$ cat src/rtl/eig_sched_pkg.sv
// Shared types and constants for the eigenvalue block scheduler.
package eig_sched_pkg;

  localparam int DEF_DATA_W = 16;
  localparam int N_BLK      = 3;

  // Flat element index of each block's subdiagonal in the row-major 4x4
  localparam int SUB_IDX [N_BLK] = '{4, 9, 14};

  typedef enum logic [2:0] {
    S_IDLE,
    S_SCAN,
    S_ISSUE,
    S_WAIT,
    S_DONE
  } state_t;

  function automatic int elem_idx(input int blk, input int r, input int c);
    return (blk + r) * 4 + blk + c;
  endfunction

endpackage

$ cat src/rtl/eig_blk_extract.sv
// Selects the 2x2 diagonal window for block idx out of a 4x4 matrix.
module eig_blk_extract
  import eig_sched_pkg::*;
#(
  parameter int DATA_W = DEF_DATA_W
) (
  input  logic [16*DATA_W-1:0] mat,
  input  logic [1:0]           idx,
  output logic [DATA_W-1:0]    x11,
  output logic [DATA_W-1:0]    x12,
  output logic [DATA_W-1:0]    x21,
  output logic [DATA_W-1:0]    x22
);

  always_comb begin
    x11 = '0;
    x12 = '0;
    x21 = '0;
    x22 = '0;
    for (int b = 0; b < N_BLK; b++) begin
      if (idx == 2'(b)) begin
        x11 = mat[elem_idx(b, 0, 0)*DATA_W +: DATA_W];
        x12 = mat[elem_idx(b, 0, 1)*DATA_W +: DATA_W];
        x21 = mat[SUB_IDX[b]*DATA_W +: DATA_W];
        x22 = mat[elem_idx(b, 1, 1)*DATA_W +: DATA_W];
      end
    end
  end

endmodule

$ cat src/rtl/eig_block_scheduler.sv
// Walks the three 2x2 diagonal blocks of a 4x4 matrix, launching the shared
// solver on each block with a nonzero subdiagonal. Option: EIG_SCHED_TIMEOUT_EN.
module eig_block_scheduler
  import eig_sched_pkg::*;
#(
  parameter int DATA_W      = DEF_DATA_W,
  parameter int TIMEOUT_CYC = 64
) (
  input  logic                 clk,
  input  logic                 rst,
  input  logic                 start,
  input  logic [16*DATA_W-1:0] a_new,
  output logic [DATA_W-1:0]    sol_x11,
  output logic [DATA_W-1:0]    sol_x12,
  output logic [DATA_W-1:0]    sol_x21,
  output logic [DATA_W-1:0]    sol_x22,
  output logic                 sol_start,
  input  logic                 sol_done,
  input  logic [DATA_W-1:0]    sol_eig_reel,
  input  logic [DATA_W-1:0]    sol_eig_comp,
  output logic [DATA_W-1:0]    eig_reel_1,
  output logic [DATA_W-1:0]    eig_reel_2,
  output logic [DATA_W-1:0]    eig_reel_3,
  output logic [DATA_W-1:0]    eig_comp_1,
  output logic [DATA_W-1:0]    eig_comp_2,
  output logic [DATA_W-1:0]    eig_comp_3,
  output logic [2:0]           blk_valid,
  output logic [2:0]           blk_err,
  output logic                 busy,
  output logic                 done
);

`ifdef EIG_SCHED_TIMEOUT_EN
  localparam bit TO_EN = 1'b1;
`else
  localparam bit TO_EN = 1'b0;
`endif

  localparam int TCW = $clog2(TIMEOUT_CYC + 1);

  state_t                          state;
  logic [1:0]                      idx;
  logic [16*DATA_W-1:0]            mat;
  logic [N_BLK-1:0][DATA_W-1:0]    reel_q;
  logic [N_BLK-1:0][DATA_W-1:0]    comp_q;
  logic [2:0]                      err_q;
  logic [TCW-1:0]                  tcnt;
  logic [DATA_W-1:0]               w11;
  logic [DATA_W-1:0]               w12;
  logic [DATA_W-1:0]               w21;
  logic [DATA_W-1:0]               w22;
  logic                            last;
  logic                            timeout;

  eig_blk_extract #(
    .DATA_W(DATA_W)
  ) u_extract (
    .mat(mat),
    .idx(idx),
    .x11(w11),
    .x12(w12),
    .x21(w21),
    .x22(w22)
  );

  assign last    = (idx == 2'(N_BLK - 1));
  assign timeout = TO_EN && (tcnt == TCW'(TIMEOUT_CYC - 1));

  // Registered launch window and outputs; WAIT holds sol_x* untouched
  always_ff @(posedge clk or posedge rst) begin
    if (rst) begin
      state     <= S_IDLE;
      idx       <= '0;
      mat       <= '0;
      reel_q    <= '0;
      comp_q    <= '0;
      err_q     <= '0;
      tcnt      <= '0;
      blk_valid <= '0;
      sol_x11   <= '0;
      sol_x12   <= '0;
      sol_x21   <= '0;
      sol_x22   <= '0;
      sol_start <= 1'b0;
      busy      <= 1'b0;
      done      <= 1'b0;
    end else begin
      sol_start <= 1'b0;
      done      <= 1'b0;
      unique case (state)
        S_IDLE: begin
          if (start) begin
            mat       <= a_new;
            idx       <= '0;
            blk_valid <= '0;
            err_q     <= '0;
            reel_q    <= '0;
            comp_q    <= '0;
            busy      <= 1'b1;
            state     <= S_SCAN;
          end
        end
        S_SCAN: begin
          if (w21 != '0) begin
            sol_x11   <= w11;
            sol_x12   <= w12;
            sol_x21   <= w21;
            sol_x22   <= w22;
            sol_start <= 1'b1;
            state     <= S_ISSUE;
          end else if (last) begin
            done  <= 1'b1;
            state <= S_DONE;
          end else begin
            idx <= idx + 2'd1;
          end
        end
        S_ISSUE: begin
          tcnt  <= '0;
          state <= S_WAIT;
        end
        S_WAIT: begin
          if (sol_done || timeout) begin
            // A late answer in the timeout cycle still counts as success
            if (sol_done) begin
              reel_q[idx]    <= sol_eig_reel;
              comp_q[idx]    <= sol_eig_comp;
              blk_valid[idx] <= 1'b1;
            end else begin
              err_q[idx] <= 1'b1;
            end
            if (last) begin
              done  <= 1'b1;
              state <= S_DONE;
            end else begin
              idx   <= idx + 2'd1;
              state <= S_SCAN;
            end
          end else begin
            tcnt <= tcnt + 1'b1;
          end
        end
        S_DONE: begin
          busy  <= 1'b0;
          state <= S_IDLE;
        end
        default: begin
          busy  <= 1'b0;
          state <= S_IDLE;
        end
      endcase
    end
  end

  assign blk_err    = TO_EN ? err_q : 3'b000;
  assign eig_reel_1 = reel_q[0];
  assign eig_reel_2 = reel_q[1];
  assign eig_reel_3 = reel_q[2];
  assign eig_comp_1 = comp_q[0];
  assign eig_comp_2 = comp_q[1];
  assign eig_comp_3 = comp_q[2];

endmodule

$ cat config.mk
export PLATFORM = sky130hd
export DESIGN_NAME = eig_block_scheduler
export DESIGN_NICKNAME = d
export VERILOG_FILES = /design/src/rtl/eig_sched_pkg.sv /design/src/rtl/eig_blk_extract.sv /design/src/rtl/eig_block_scheduler.sv
export SDC_FILE = /design/constraint.sdc
export NUM_CORES = 1
export LEC_CHECK = 0
export BUFFER_PORTS_ARGS = -buffer_cell sky130_fd_sc_hd__buf_2
export CAP_MARGIN = 10
export CORE_MARGIN = 2
export CORE_UTILIZATION = 49
export DETAILED_ROUTE_END_ITERATION = 8
export HOLD_SLACK_MARGIN = 0.05
export MAX_ROUTING_LAYER = met4
export PLACE_DENSITY = 0.79
export SYNTH_ARGS = -nofsm -noshare
export SYNTH_HDL_FRONTEND = slang
export SYNTH_HIERARCHICAL = 1
export SYNTH_SLANG_ARGS = --single-unit
$ cat constraint.sdc
create_clock -name clk -period 13.3 [get_ports clk]
set_clock_uncertainty 0.1 [all_clocks]
set_input_delay 1.33 -clock clk [delete_from_list [all_inputs] [get_ports clk]]
set_output_delay 1.33 -clock clk [all_outputs]
set_load 0.02 [all_outputs]
**Word level (Yosys, flattened, before mapping)**

Index checks and enable logic that the tools add are counted.

- Register bits: 427
- Bits of input ports: 292
- Output and inout bits: 169
- Word-level logic and storage cells: 89

- Add/sub/neg operators: 1
- Magnitude comparators: 2
- Equality and inequality tests: 9
- Mux-type cells: 45
- Bitwise gates (word level): 2
- Reduce and logical (&&, ||, !) cells: 13

Operators by type and width:

| operator | number |
|---|---|
| two-way mux 16 bit | 13 |
| one-hot mux 48 bit (2 select lines) | 2 |
| two-way mux 48 bit | 3 |
| bitwise mux 48 bit | 2 |
| demux 16 bit (select 2 bit) | 1 |
| two-way mux 3 bit | 7 |
| nonzero test 16 bit | 1 |
| one-hot mux 3 bit (4 select lines) | 1 |
| two-way mux 2 bit | 4 |
| two-way mux 1 bit | 7 |
| equality test 3 x 2 -> 1 bit, second input constant | 2 |
| != test 2 bit, second input constant | 3 |
| one-hot mux 2 bit (3 select lines) | 1 |
| one-hot mux 3 bit (2 select lines) | 1 |
| AND reduction 2 bit | 3 |
| AND reduction 3 bit | 2 |
| one-hot mux 1 bit (2 select lines) | 2 |
| AND reduction 4 bit | 1 |
| equality test 3 x 1 -> 1 bit, second input constant | 1 |
| logical NOT 3 bit | 1 |
| < comparator 2 x 3 -> 1 bit, second input constant | 1 |
| != test 3 bit, second input constant | 1 |
| bitwise OR 3 bit | 1 |
| nonzero test 3 bit | 1 |
| other kinds (10) | 10 |

**Logic depth before layout (Yosys ltp)**

Gate-level depths: netlist of the first run.

- Depth after elaboration: 7
- Gate-level depth with buffers: 10
- Gate-level depth less buffers: 6

**Modules after synthesis**

The synthesis of the first run kept the hierarchy.

Modules (own cells, without submodules):

| module | times used | cells an instance | area an instance (µm²) | sequential area each (µm²) |
|---|---|---|---|---|
| eig_block_scheduler | 1 | 1606 | 16145.5 | 10685.2 |
| eig_blk_extract | 1 | 150 | 1411.4 | 0.0 |

**Worst setup path before layout of the first run**

Ideal clock, no wire load.

- Path type: input to register
- Start point: input port start
- End point: register comp_q, in the netlist eig_comp_1[10]
- Library setup time: 0.083 ns
- Arrival: 2.322 ns
- Data required time: 13.117 ns
- Setup slack: 10.796 ns
- Stages: 6
- Buffers on the path: 2
- Cells stage by stage: nor3b_2 o211ai_1 buf_2 buf_1 nand3_1 o21ai_0

- Longest elaborated chain between the ends: 2

Ends and longest elaborated chain:

| what | line | text |
|---|---|---|
| from (decl) | eig_block_scheduler.sv:11 | `input logic start,` |
| != test 2 bit (no line) | -- |  |
| AND reduction 3 bit (no line) | -- |  |
| to (signal, indexed assignment) | eig_block_scheduler.sv:127 | `comp_q[idx] <= sol_eig_comp;` |
| to (decl) | eig_block_scheduler.sv:45 | `logic [N_BLK-1:0][DATA_W-1:0] comp_q;` |

No other way between the ends.
A chain may end at the register's enable or synchronous reset.

**Worst setup path in the final report of the first run**

- Start point: register idx[0]
- End point: register sol_x12[9]

- Longest elaborated chain between the ends: 6
- Elaborated cells between the ends (all ways): 11
- Those cells by class: eq/ne: 2; mux: 6; reduce/logical: 3

Ends and longest elaborated chain:

| what | line | text |
|---|---|---|
| from (decl) | eig_block_scheduler.sv:42 | `logic [1:0] idx;` |
| from (signal assigned) | eig_block_scheduler.sv:115 | `idx <= idx + 2'd1;` |
| from (signal assigned) | eig_block_scheduler.sv:136 | `idx <= idx + 2'd1;` |
| logical NOT 2 bit | eig_blk_extract.sv:21 | `if (idx == 2'(b)) begin` |
| two-way mux 16 bit (2 in series) | eig_blk_extract.sv:21 |  |
| two-way mux 16 bit * | eig_blk_extract.sv:21 |  |
| via w21[4] | eig_block_scheduler.sv:50 | `logic [DATA_W-1:0] w21;` |
| nonzero test 16 bit * | eig_block_scheduler.sv:104 | `if (w21 != '0) begin` |
| AND reduction 2 bit (no line) * | -- |  |
| to (signal assigned) | eig_block_scheduler.sv:106 | `sol_x12 <= w12;` |
| to (decl) | eig_block_scheduler.sv:14 | `output logic [DATA_W-1:0] sol_x12,` |

Mark *: on every way through the listed nets, which the timed path passes. The rest lies on a longest branch.

==> results of run 1 <==
==> per-layer routing <==
layer  share of wire, %  GRT usage [%]
met1                 43           33.5
met2                 47           40.3
met3                7.4           5.67
met4                2.9           9.15
met5                  0              -
==> stage by stage <==
stage	area (sq um)	hold WS, ns	power [mW]	worst slack, ns
CTS	17000	0.377	4.47	8.99
detailed placement	15800	0.362	3.51	8.99
global placement	15800	0.357	3.44	8.99
finish	17000	0.372	4.44	9.02
floorplan	14000	0.343	2.96	2.70
global route	17000	0.387	4.74	8.77
==> cells in the final DEF (no fill, tap or decap), drive strengths merged <==
| cell type | n |
|---|---|
| inv | 7 |
| clkbuf | 53 |
| dfrtp | 331 |
| a41oi | 1 |
| nand3 | 64 |
| nor3b | 2 |
| a22o | 32 |
| nand2 | 519 |
| o2bb2ai | 65 |
| mux2 | 64 |
| clkinvlp | 1 |
| nand2b | 1 |
| nor2 | 9 |
| o21a | 2 |
| and2 | 1 |
| nor2b | 2 |
| o21ai | 65 |
| ha | 3 |
| nor3 | 2 |
| o211ai | 2 |
| conb | 3 |
| nor4 | 5 |
| nand4 | 1 |
| a31oi | 1 |
| and3 | 2 |
| nor4b | 1 |
| a21boi | 1 |
| mux2i | 65 |
| a21oi | 3 |
| buf | 377 |
| diode | 10 |
| clkinv | 4 |
==> path summary, 6_finish.rpt <==
kind                                startpoint                      to  slack, ns  cells after the start
max reg2reg                 idx[0]$_DFFE_PP0P_  sol_x12[9]$_DFFE_PP0P_       9.02                      7
min reg2reg                mat[76]$_DFFE_PP0P_     mat[76]$_DFFE_PP0P_       0.37                      2
max in group asynchronous                  rst      idx[0]$_DFFE_PP0P_       9.89                      4
max                         idx[0]$_DFFE_PP0P_  sol_x12[9]$_DFFE_PP0P_       9.02                      7
min                        mat[76]$_DFFE_PP0P_     mat[76]$_DFFE_PP0P_       0.37                      2
min in group asynchronous                  rst    mat[107]$_DFFE_PP0P_       0.92                      2
==> area by class of cell <==
type,instances,area (sq um)
fill,2332,11000
timing repair buffer,377,1930
tap,378,473
antenna,10,25.0
clock buffer,53,1100
inverter,7,33.8
sequential,331,8290
clock inverter,5,27.5
multi-input combinational,916,5130
==> flip-flops by register name (all words and copies together) (netlist names) <==
name and cells:
eig_comp_2 16, eig_comp_1 16, sol_x12 16, eig_reel_3 16, sol_start 1, sol_x21 16, eig_reel_1 16, busy 1
done 1, idx 2, eig_reel_2 16, blk_valid 3, sol_x22 16, mat 160, state 3, eig_comp_3 16
sol_x11 16
==> power groups by stage <==
stage	Clock (mW)	Combinational (mW)	Sequential, mW
final	0.953	1.75	1.74
after global routing	1.02	1.92	1.80
after CTS	0.971	1.76	1.74
after detailed placement	0	1.76	1.75
after global placement	0	1.71	1.73
after floorplan	0	1.01	1.95
==> worst reg2reg max path, cell delays in order (launching register included) <==
cell and delay, ns:
dfrtp_4 0.60, buf_4 0.90, mux2i_1 0.30, o2bb2ai_1 0.15, nor4_1 0.48, a41oi_1 0.30, nand2_4 0.84, mux2_2 0.50
==> results.tsv, run 1 <==
metric	value	unit
cts.root.buffer_cell	clkbuf_16	
crit_path_start_kind	flop	
wirelength	37400	um
maxCapViolCount	0	
final-setup-viol-count	0	
netlist_instances	1359	
stdcell_count	2077	
clock-sinks	331	
finalCriticalPeriod	4.28	ns
grt_overflow	0	
worst_pin_slew	1.24	ns
track_usage	25.8	%
wl_per_cell	18.0	um
comb_power_share	39.4	%
post_cts_buffers	0	
syn_area_per_cell	10.3	sq um
cp-end-kind	flop	
postCtsHoldBufs	0	
grt_pass1_vias	11200	
die_w	173	um
via_count	11000	
seq_power_share	39.2	%
cts_resized	0	
final_hold_viol_count	0	
start_util	50.0	%
grt_pass1_wl	60500	um
clk_latency	0.51	ns
tritoncts	yes	
netlist_area	0.0140	sq mm
p_leak	8.98	nW
path_max_fanout	66	
dp.final_hpwl	24300	um
antenna_found_initial	11	
fin_tns_setup	0	ns
coreArea	0.0280	sq mm
crit_slowest_cell	buf_4	
p_clk_share	21.4	%
worstHoldPathType	flop to flop	
maxSlewViolCount	0	
arrival	4.57	ns
placed_cells	2009	
die_h	173	um
fp-row-count	61	
dieArea	0.0300	sq mm
boundaryPins	461	
status	finished clean	
period_share	32.2	%
utilization	60.7	%
critical_path_required	13.59	ns
timing.setup.critical_path_class	flop to flop	
finalWeightedCongestion	0.870	
rsz0062_at_grt	false	
irDropWorstVdd	0.133	mV
clock_path_buffers	3	
ant_nets	0	
nets	1963	
drtIter0Drc	879	
path_delay_family	simple AND/OR/NAND/NOR gates	
critical_path_buf_inv_count	1	
path_clk_slew	0.06	ns
yosysWarnings	6	
drive_above_1_share	28.1	%
drt-pass1-iter-count	5	
area_delta_synth_final	21.3	%
pwr_density_cell	261	mW/mm^2
internal_power	2.68	mW
viasPerCell	5.27	
slew_headroom	17.1	%
route.detailed.drc	0	
grt_max_degree	131	
fmax	233	MHz
cts_buffers	35	
h-tree-depth	2	
portBuffers	361	
max_stage_delay	0.89	ns
power.switching	1.76	mW
swShare	39.7	%
crit_chain	buf_4 -> mux2i_1 -> o2bb2ai_1 -> nor4_1 -> a41oi_1 -> nand2_4 -> mux2_2	
No activity file was read; power rests on OpenSTA's default activity.
==> inputs of run 2 (changes only) <==
--- a/config.mk
+++ b/config.mk
@@ -8,11 +8,11 @@
 export BUFFER_PORTS_ARGS = -buffer_cell sky130_fd_sc_hd__buf_2
 export CAP_MARGIN = 10
 export CORE_MARGIN = 2
-export CORE_UTILIZATION = 49
+export CORE_UTILIZATION = 54
 export DETAILED_ROUTE_END_ITERATION = 8
 export HOLD_SLACK_MARGIN = 0.05
 export MAX_ROUTING_LAYER = met4
-export PLACE_DENSITY = 0.79
+export PLACE_DENSITY = 0.82
 export SYNTH_ARGS = -nofsm -noshare
 export SYNTH_HDL_FRONTEND = slang
 export SYNTH_HIERARCHICAL = 1
==> constraint.sdc (replaced) <==
create_clock -name clk -period 4.09 [get_ports clk]
set_clock_uncertainty 0.1 [all_clocks]
set_input_delay 0.409 -clock clk [delete_from_list [all_inputs] [get_ports clk]]
set_output_delay 0.409 -clock clk [all_outputs]
set_load 0.02 [all_outputs]
==> run 2 against run 1 <==
  * Flip-flop and latch count is the same
  * Count of clock-buffer cells in the layout shrank 1
  * Via count grew 13%
  * Setup slack lost 8.4 ns
  * Wire length grew 18%
  * Critical path type unchanged
  * Highest routed layer unchanged
==> results.tsv, run 2 (same netlist as run 1, synthesis figures left out) <==
metric	value	unit	change
status	finished clean		unchanged
worstHoldPathCells	2		unchanged
hold_start	sol_eig_reel[1]		was mat[76]$_DFFE_PP0P_
grt_pass1_wl	68900	um	was 60,500 um
cp-end-kind	flop		unchanged
nets	2147		was 1,963
crit_slowest_cell	dfrtp_4		was buf_4
clk_latency	0.51	ns	about the same
clock-sinks	331		unchanged
ant_nets	0		unchanged
grt_pass1_vias	13000		was 11,200
crit_path_start_kind	flop		unchanged
drive_above_1_share	25.4	%	was 28.1%
route.detailed.drc	0		unchanged
post_cts_buffers	0		unchanged
path_max_fanout	29		was 66
wl_per_cell	19.9	um	was 18.0 um
r2r-start	idx[0]$_DFFE_PP0P_		unchanged
finalWeightedCongestion	0.860		was 0.870
dieArea	0.0273	sq mm	was 0.0300 sq mm
final_hold_viol_count	0		unchanged
die_h	165	um	was 173 um
max_stage_delay	0.77	ns	was 0.89 ns
seq_power_share	38.5	%	was 39.2%
stdcell_count	2212		was 2,077
p_leak	9.77	nW	was 8.98 nW
internal_power	8.96	mW	was 2.68 mW
grt_overflow	0		unchanged
drtIter0Drc	1219		was 879
drt-pass1-iter-count	6		was 5
slew_headroom	25.0	%	was 17.1%
start_util	55.3	%	was 50.0%
area_delta_synth_final	34.5	%	was 21.3%
worst_pin_slew	1.12	ns	was 1.24 ns
crit_chain	mux2i_1 -> o2bb2ai_1 -> nor4_1 -> a41oi_1 -> nand2_4 -> buf_4 -> mux2_2		was buf_4 -> mux2i_1 -> o2bb2ai_1 -> nor4_1 -> a41oi_1 -> nand2_4 -> mux2_2
arrival	3.81	ns	was 4.57 ns
via_count	12400		was 11,000
ff2ff_path_depth	7		unchanged
power.switching	6.08	mW	was 1.76 mW
timing.setup.critical_path_class	flop to flop		unchanged
fmax	284	MHz	was 233 MHz
period_share	86.0	%	was 32.2%
path_clk_slew	0.06	ns	about the same
holdPathEnd	eig_reel_3[1]$_DFFE_PP0P_		was mat[76]$_DFFE_PP0P_
cts_buffers	35		unchanged
viasPerCell	5.59		was 5.27
r2r-end	sol_x21[1]$_DFFE_PP0P_		was sol_x12[9]$_DFFE_PP0P_
worstHoldPathType	primary input to flop		was flop to flop
antenna_found_initial	7		was 11
boundaryPins	461		unchanged
coreArea	0.0253	sq mm	was 0.0280 sq mm
top_register	mat		unchanged
irDropWorstVdd	0.467	mV	was 0.133 mV
comb_power_share	40.2	%	was 39.4%
utilization	74.4	%	was 60.7%
reg2reg_slack	0.57	ns	was 9.02 ns
die_w	165	um	was 173 um
maxSlewViolCount	0		unchanged
p_clk_share	21.4	%	about the same
path_delay_family	simple AND/OR/NAND/NOR gates		unchanged
track_usage	33.4	%	was 25.8%
portBuffers	361		unchanged
wirelength	44100	um	was 37,400 um
critical_path_buf_inv_count	1		unchanged
clock_path_buffers	3		unchanged
placed_cells	1967		was 2,009
maxCapViolCount	0		unchanged
pwr_density_cell	798	mW/mm^2	was 261 mW/mm^2
layout_common_cells	nand2_1, buf_2, dfrtp_1		unchanged
swShare	40.4	%	was 39.7%
grt_max_degree	178		was 131
final-setup-viol-count	0		unchanged
dp.final_hpwl	24200	um	was 24,300 um
rsz0062_at_grt	false		unchanged
fp-row-count	58		was 61
layout_commonest_cell	nand2_1		unchanged
largest_register_ffs	160		unchanged
h-tree-depth	2		unchanged
critical_path_required	4.38	ns	was 13.59 ns
tritoncts	yes		unchanged
finalCriticalPeriod	3.52	ns	was 4.28 ns
cts.root.buffer_cell	clkbuf_16		unchanged
run 2: cell count changes in the layout (fill, tap and decap cells not counted), sizes merged:
cell / delta
dlygate4sd3: +178
buf: +6
bufinv: +3
diode: -3
clkinvlp: +2
clkbuf: -1
clkinv: -1
inv: -1
run 2: per-stage QoR:
| stage | power (mW) | worst slack (ns) | hold slack (ns) | setup TNS [ns] | instance area [sq um] |
|---|---|---|---|---|---|
| 6_report | 15.0 | 0.571 | 0.0576 | 0 | 18800 |
| 5_1_grt | 15.9 | 0.387 | 0.0580 | 0 | 18800 |
| 3_3_place_gp | 11.2 | 0.663 | 0.358 | 0 | 15900 |
| 4_1_cts | 14.8 | 0.556 | 0.0503 | 0 | 18800 |
| 3_5_place_dp | 11.4 | 0.584 | 0.362 | 0 | 15900 |
| 2_1_floorplan | 9.64 | -0.840 | 0.343 | -277.93 | 14000 |
run 2: how the worst max path moves through the flow:
stage                       start                        to  slack [ns]  cells past startpoint
2_1_floorplan                 rst  blk_valid[0]$_DFFE_PP0P_       -0.84                      1
5_1_grt        idx[0]$_DFFE_PP0P_    sol_x21[4]$_DFFE_PP0P_        0.39                      7
3_3_place_gp   idx[0]$_DFFE_PP0P_    sol_x21[6]$_DFFE_PP0P_        0.66                      7
6_report       idx[0]$_DFFE_PP0P_    sol_x21[1]$_DFFE_PP0P_        0.57                      7
3_5_place_dp   idx[0]$_DFFE_PP0P_    sol_x21[3]$_DFFE_PP0P_        0.58                      7
4_1_cts        idx[0]$_DFFE_PP0P_    sol_x21[4]$_DFFE_PP0P_        0.56                      7
run 2: routing by layer:
metal | track usage (%) | vias up | routed length, um
li1 | - | 5521 | -
met1 | 39.7 | 6039 | 17000
met2 | 53.9 | 638 | 21500
met3 | 7.72 | 177 | 3400
met4 | 16.8 | 0 | 2270
met5 | - | - | 0
run 2: layout make-up:
type                       instances  area (sq um)
sequential                       331          8290
inverter                           7          30.0
clock buffer                      52          1020
antenna                            7          17.5
fill                            1587          6480
tap                              330           413
timing repair buffer             561          3830
clock inverter                     8           120
multi-input combinational        916          5130
run 2: repair_timing:
item	CTS	global route
endpoints found under the hold margin	211	0
hold buffers	178	0
resized for setup	0	0
run 2: power by group through the flow:
| stage | combinational [mW] | clock [mW] | sequential [mW] |
|---|---|---|---|
| after floorplan | 3.29 | 0 | 6.36 |
| after detailed placement | 5.69 | 0 | 5.75 |
| after global routing | 6.56 | 3.39 | 5.95 |
| after CTS | 5.87 | 3.23 | 5.71 |
| after global placement | 5.51 | 0 | 5.67 |
| final | 6.04 | 3.21 | 5.79 |
==> inputs of run 3 (changes only) <==
--- a/config.mk
+++ b/config.mk
@@ -8,11 +8,12 @@
 export BUFFER_PORTS_ARGS = -buffer_cell sky130_fd_sc_hd__buf_2
 export CAP_MARGIN = 10
 export CORE_MARGIN = 2
-export CORE_UTILIZATION = 54
+export CORE_UTILIZATION = 49
+export CTS_CLUSTER_DIAMETER = 200
 export DETAILED_ROUTE_END_ITERATION = 8
 export HOLD_SLACK_MARGIN = 0.05
 export MAX_ROUTING_LAYER = met4
-export PLACE_DENSITY = 0.82
+export PLACE_DENSITY = 0.79
 export SYNTH_ARGS = -nofsm -noshare
 export SYNTH_HDL_FRONTEND = slang
 export SYNTH_HIERARCHICAL = 1
==> constraint.sdc (replaced) <==
create_clock -name clk -period 2.9 [get_ports clk]
set_clock_uncertainty 0.1 [all_clocks]
set_input_delay 0.29 -clock clk [delete_from_list [all_inputs] [get_ports clk]]
set_output_delay 0.29 -clock clk [all_outputs]
set_load 0.02 [all_outputs]
==> run 3 against run 2 <==
  * Die area is 10% higher
  * Wire length is 0.50% lower
  * Setup slack worse by 0.53 ns
  * Critical path type unchanged
  * Largest cell class unchanged
  * Largest power group unchanged
==> results.tsv, run 3 (same netlist as run 1, synthesis figures left out) <==
metric	value	unit	change
status	finished clean		unchanged
wl_per_cell	19.1	um	was 19.9 um
hold-worst-slack	0.0916	ns	was 0.0576 ns
startpoint	idx[0]$_DFFE_PP0P_		unchanged
max_stage_delay	0.55	ns	was 0.77 ns
period_share	98.7	%	was 86.0%
arrival	3.15	ns	was 3.81 ns
cp-end-kind	flop		unchanged
final_hold_viol_count	0		unchanged
p_leak	9.97	nW	was 9.77 nW
die_h	173	um	was 165 um
path_max_fanout	24		was 29
cts_buffers	37		was 35
dieArea	0.0300	sq mm	was 0.0273 sq mm
clk_latency	0.52	ns	was 0.51 ns
grt_pass1_wl	70100	um	was 68,900 um
worst_pin_slew	0.804	ns	was 1.12 ns
finalCriticalPeriod	2.86	ns	was 3.52 ns
clock-sinks	331		unchanged
design_power_total	21.5	mW	was 15.0 mW
cp_common_cell	buf_4		
area_delta_synth_final	38.0	%	was 34.5%
drt-pass1-iter-count	6		unchanged
die_w	173	um	was 165 um
critical_path_required	3.19	ns	was 4.38 ns
layout_commonest_cell	nand2_1		unchanged
utilization	69.0	%	was 74.4%
fmax	349	MHz	was 284 MHz
r2r-start	idx[0]$_DFFE_PP0P_		unchanged
slew_headroom	46.3	%	was 25.0%
layout_common_cells	nand2_1, buf_2, dfrtp_1		unchanged
coreArea	0.0280	sq mm	was 0.0253 sq mm
antenna_found_initial	7		unchanged
boundaryPins	461		unchanged
path_clk_slew	0.06	ns	about the same
clock_path_buffers	3		unchanged
timing.setup.critical_path_class	flop to flop		unchanged
grt_pass1_vias	13100		was 13,000
grt_max_degree	175		was 178
cts.root.buffer_cell	clkbuf_16		unchanged
ant_nets	0		unchanged
start_util	50.0	%	was 55.3%
route.detailed.drc	0		unchanged
largest_register_ffs	160		unchanged
drtIter0Drc	984		was 1,219
final-setup-viol-count	0		unchanged
finalWeightedCongestion	0.840		was 0.860
path_delay_family	buffers and inverters		was simple AND/OR/NAND/NOR gates
tritoncts	yes		unchanged
viasPerCell	5.45		was 5.59
top_register	mat		unchanged
grt_overflow	0		unchanged
dp.final_hpwl	25300	um	was 24,200 um
crit_chain	buf_4 -> buf_4 -> mux2i_1 -> o2bb2ai_1 -> nor4_2 -> buf_4 -> a41oi_2 -> nand2_4 -> buf_12 -> mux2_1		was mux2i_1 -> o2bb2ai_1 -> nor4_1 -> a41oi_1 -> nand2_4 -> buf_4 -> mux2_2
h-tree-depth	2		unchanged
critical_path_buf_inv_count	4		was 1
nets	2181		was 2,147
fp-row-count	61		was 58
crit_path_start_kind	flop		unchanged
pwr_density_cell	1110	mW/mm^2	was 798 mW/mm^2
maxSlewViolCount	0		unchanged
irDropWorstVdd	0.731	mV	was 0.467 mV
maxCapViolCount	0		unchanged
drive_above_1_share	26.1	%	was 25.4%
crit_slowest_cell	dfrtp_4		unchanged
track_usage	30.1	%	was 33.4%
portBuffers	361		unchanged
wirelength	43900	um	was 44,100 um
worstHoldPathType	primary input to flop		unchanged
hold_start	sol_done		was sol_eig_reel[1]
via_count	12500		was 12,400
[run 3: final timing paths]
path / slack [ns] / cells past startpoint / to
worst max-delay path: 0.04 / 10 / sol_x22[15]$_DFFE_PP0P_
worst min-delay path: 0.09 / 4 / done$_DFF_PP0_
worst max register to register: 0.04 / 10 / sol_x22[15]$_DFFE_PP0P_
worst min register to register: 0.38 / 2 / mat[22]$_DFFE_PP0P_
max in group asynchronous: 1.56 / 4 / sol_x21[8]$_DFFE_PP0P_
min in group asynchronous: 0.39 / 3 / mat[29]$_DFFE_PP0P_
[run 3: layer usage]
layer  wire (um)  up-vias  share of wire [%]  track usage [%]
li1            -     5598                  -                -
met1       17200     6108                 39             36.1
met2       21300      627                 49             48.2
met3        3260      165                7.4             6.77
met4        2070        0                4.7             14.4
met5           0        -                  0                -
[run 3: what timing repair did]
action | 4_1_cts | 5_1_grt
hold buffers | 194 | 0
buffers inserted | 2 | 3
setup endpoints to repair | 57 | 129
resized for setup | 0 | 7
pin swaps | 0 | 2
hold endpoints to repair | 272 | 0
[run 3: final cells by class]
type,count,area [sq um]
timing repair buffer,593,4190
multi-input combinational,916,5160
fill,1942,8670
sequential,331,8290
clock inverter,7,93.8
clock buffer,55,1090
tap,378,473
inverter,7,30.0
antenna,8,20.0
[run 3: power by group]
| part | leakage [nW] | internal (mW) | switching (mW) | total [mW] |
|---|---|---|---|---|
| sequential | 4.24 | 6.74 | 1.32 | 8.06 |
| clock | 0.571 | 2.76 | 1.85 | 4.61 |
| combinational | 5.15 | 3.36 | 5.45 | 8.81 |
[run 3: through the flow]
| step | instance area, sq um | worst slack (ns) | instances | setup TNS (ns) |
|---|---|---|---|---|
| 5_1_grt | 19300 | -0.0379 | 2294 | -0.830 |
| 4_1_cts | 19300 | 0.00525 | 2284 | 0 |
| 2_1_floorplan | 14000 | -1.91 | 1361 | -632.43 |
| 6_report | 19300 | 0.0373 | 2295 | 0 |
| 3_5_place_dp | 16100 | -0.0343 | 2026 | -0.634 |
| 3_3_place_gp | 16100 | -0.00466 | 2026 | -0.0355 |
[run 3: worst register-to-register path, stage by stage, from the launching register on]
cell       delay [ns]
dfrtp_4          0.55
buf_4            0.17
buf_4            0.14
mux2i_1          0.18
o2bb2ai_1        0.15
nor4_2           0.32
buf_4            0.19
a41oi_2          0.18
nand2_4          0.18
buf_12           0.21
mux2_1           0.39
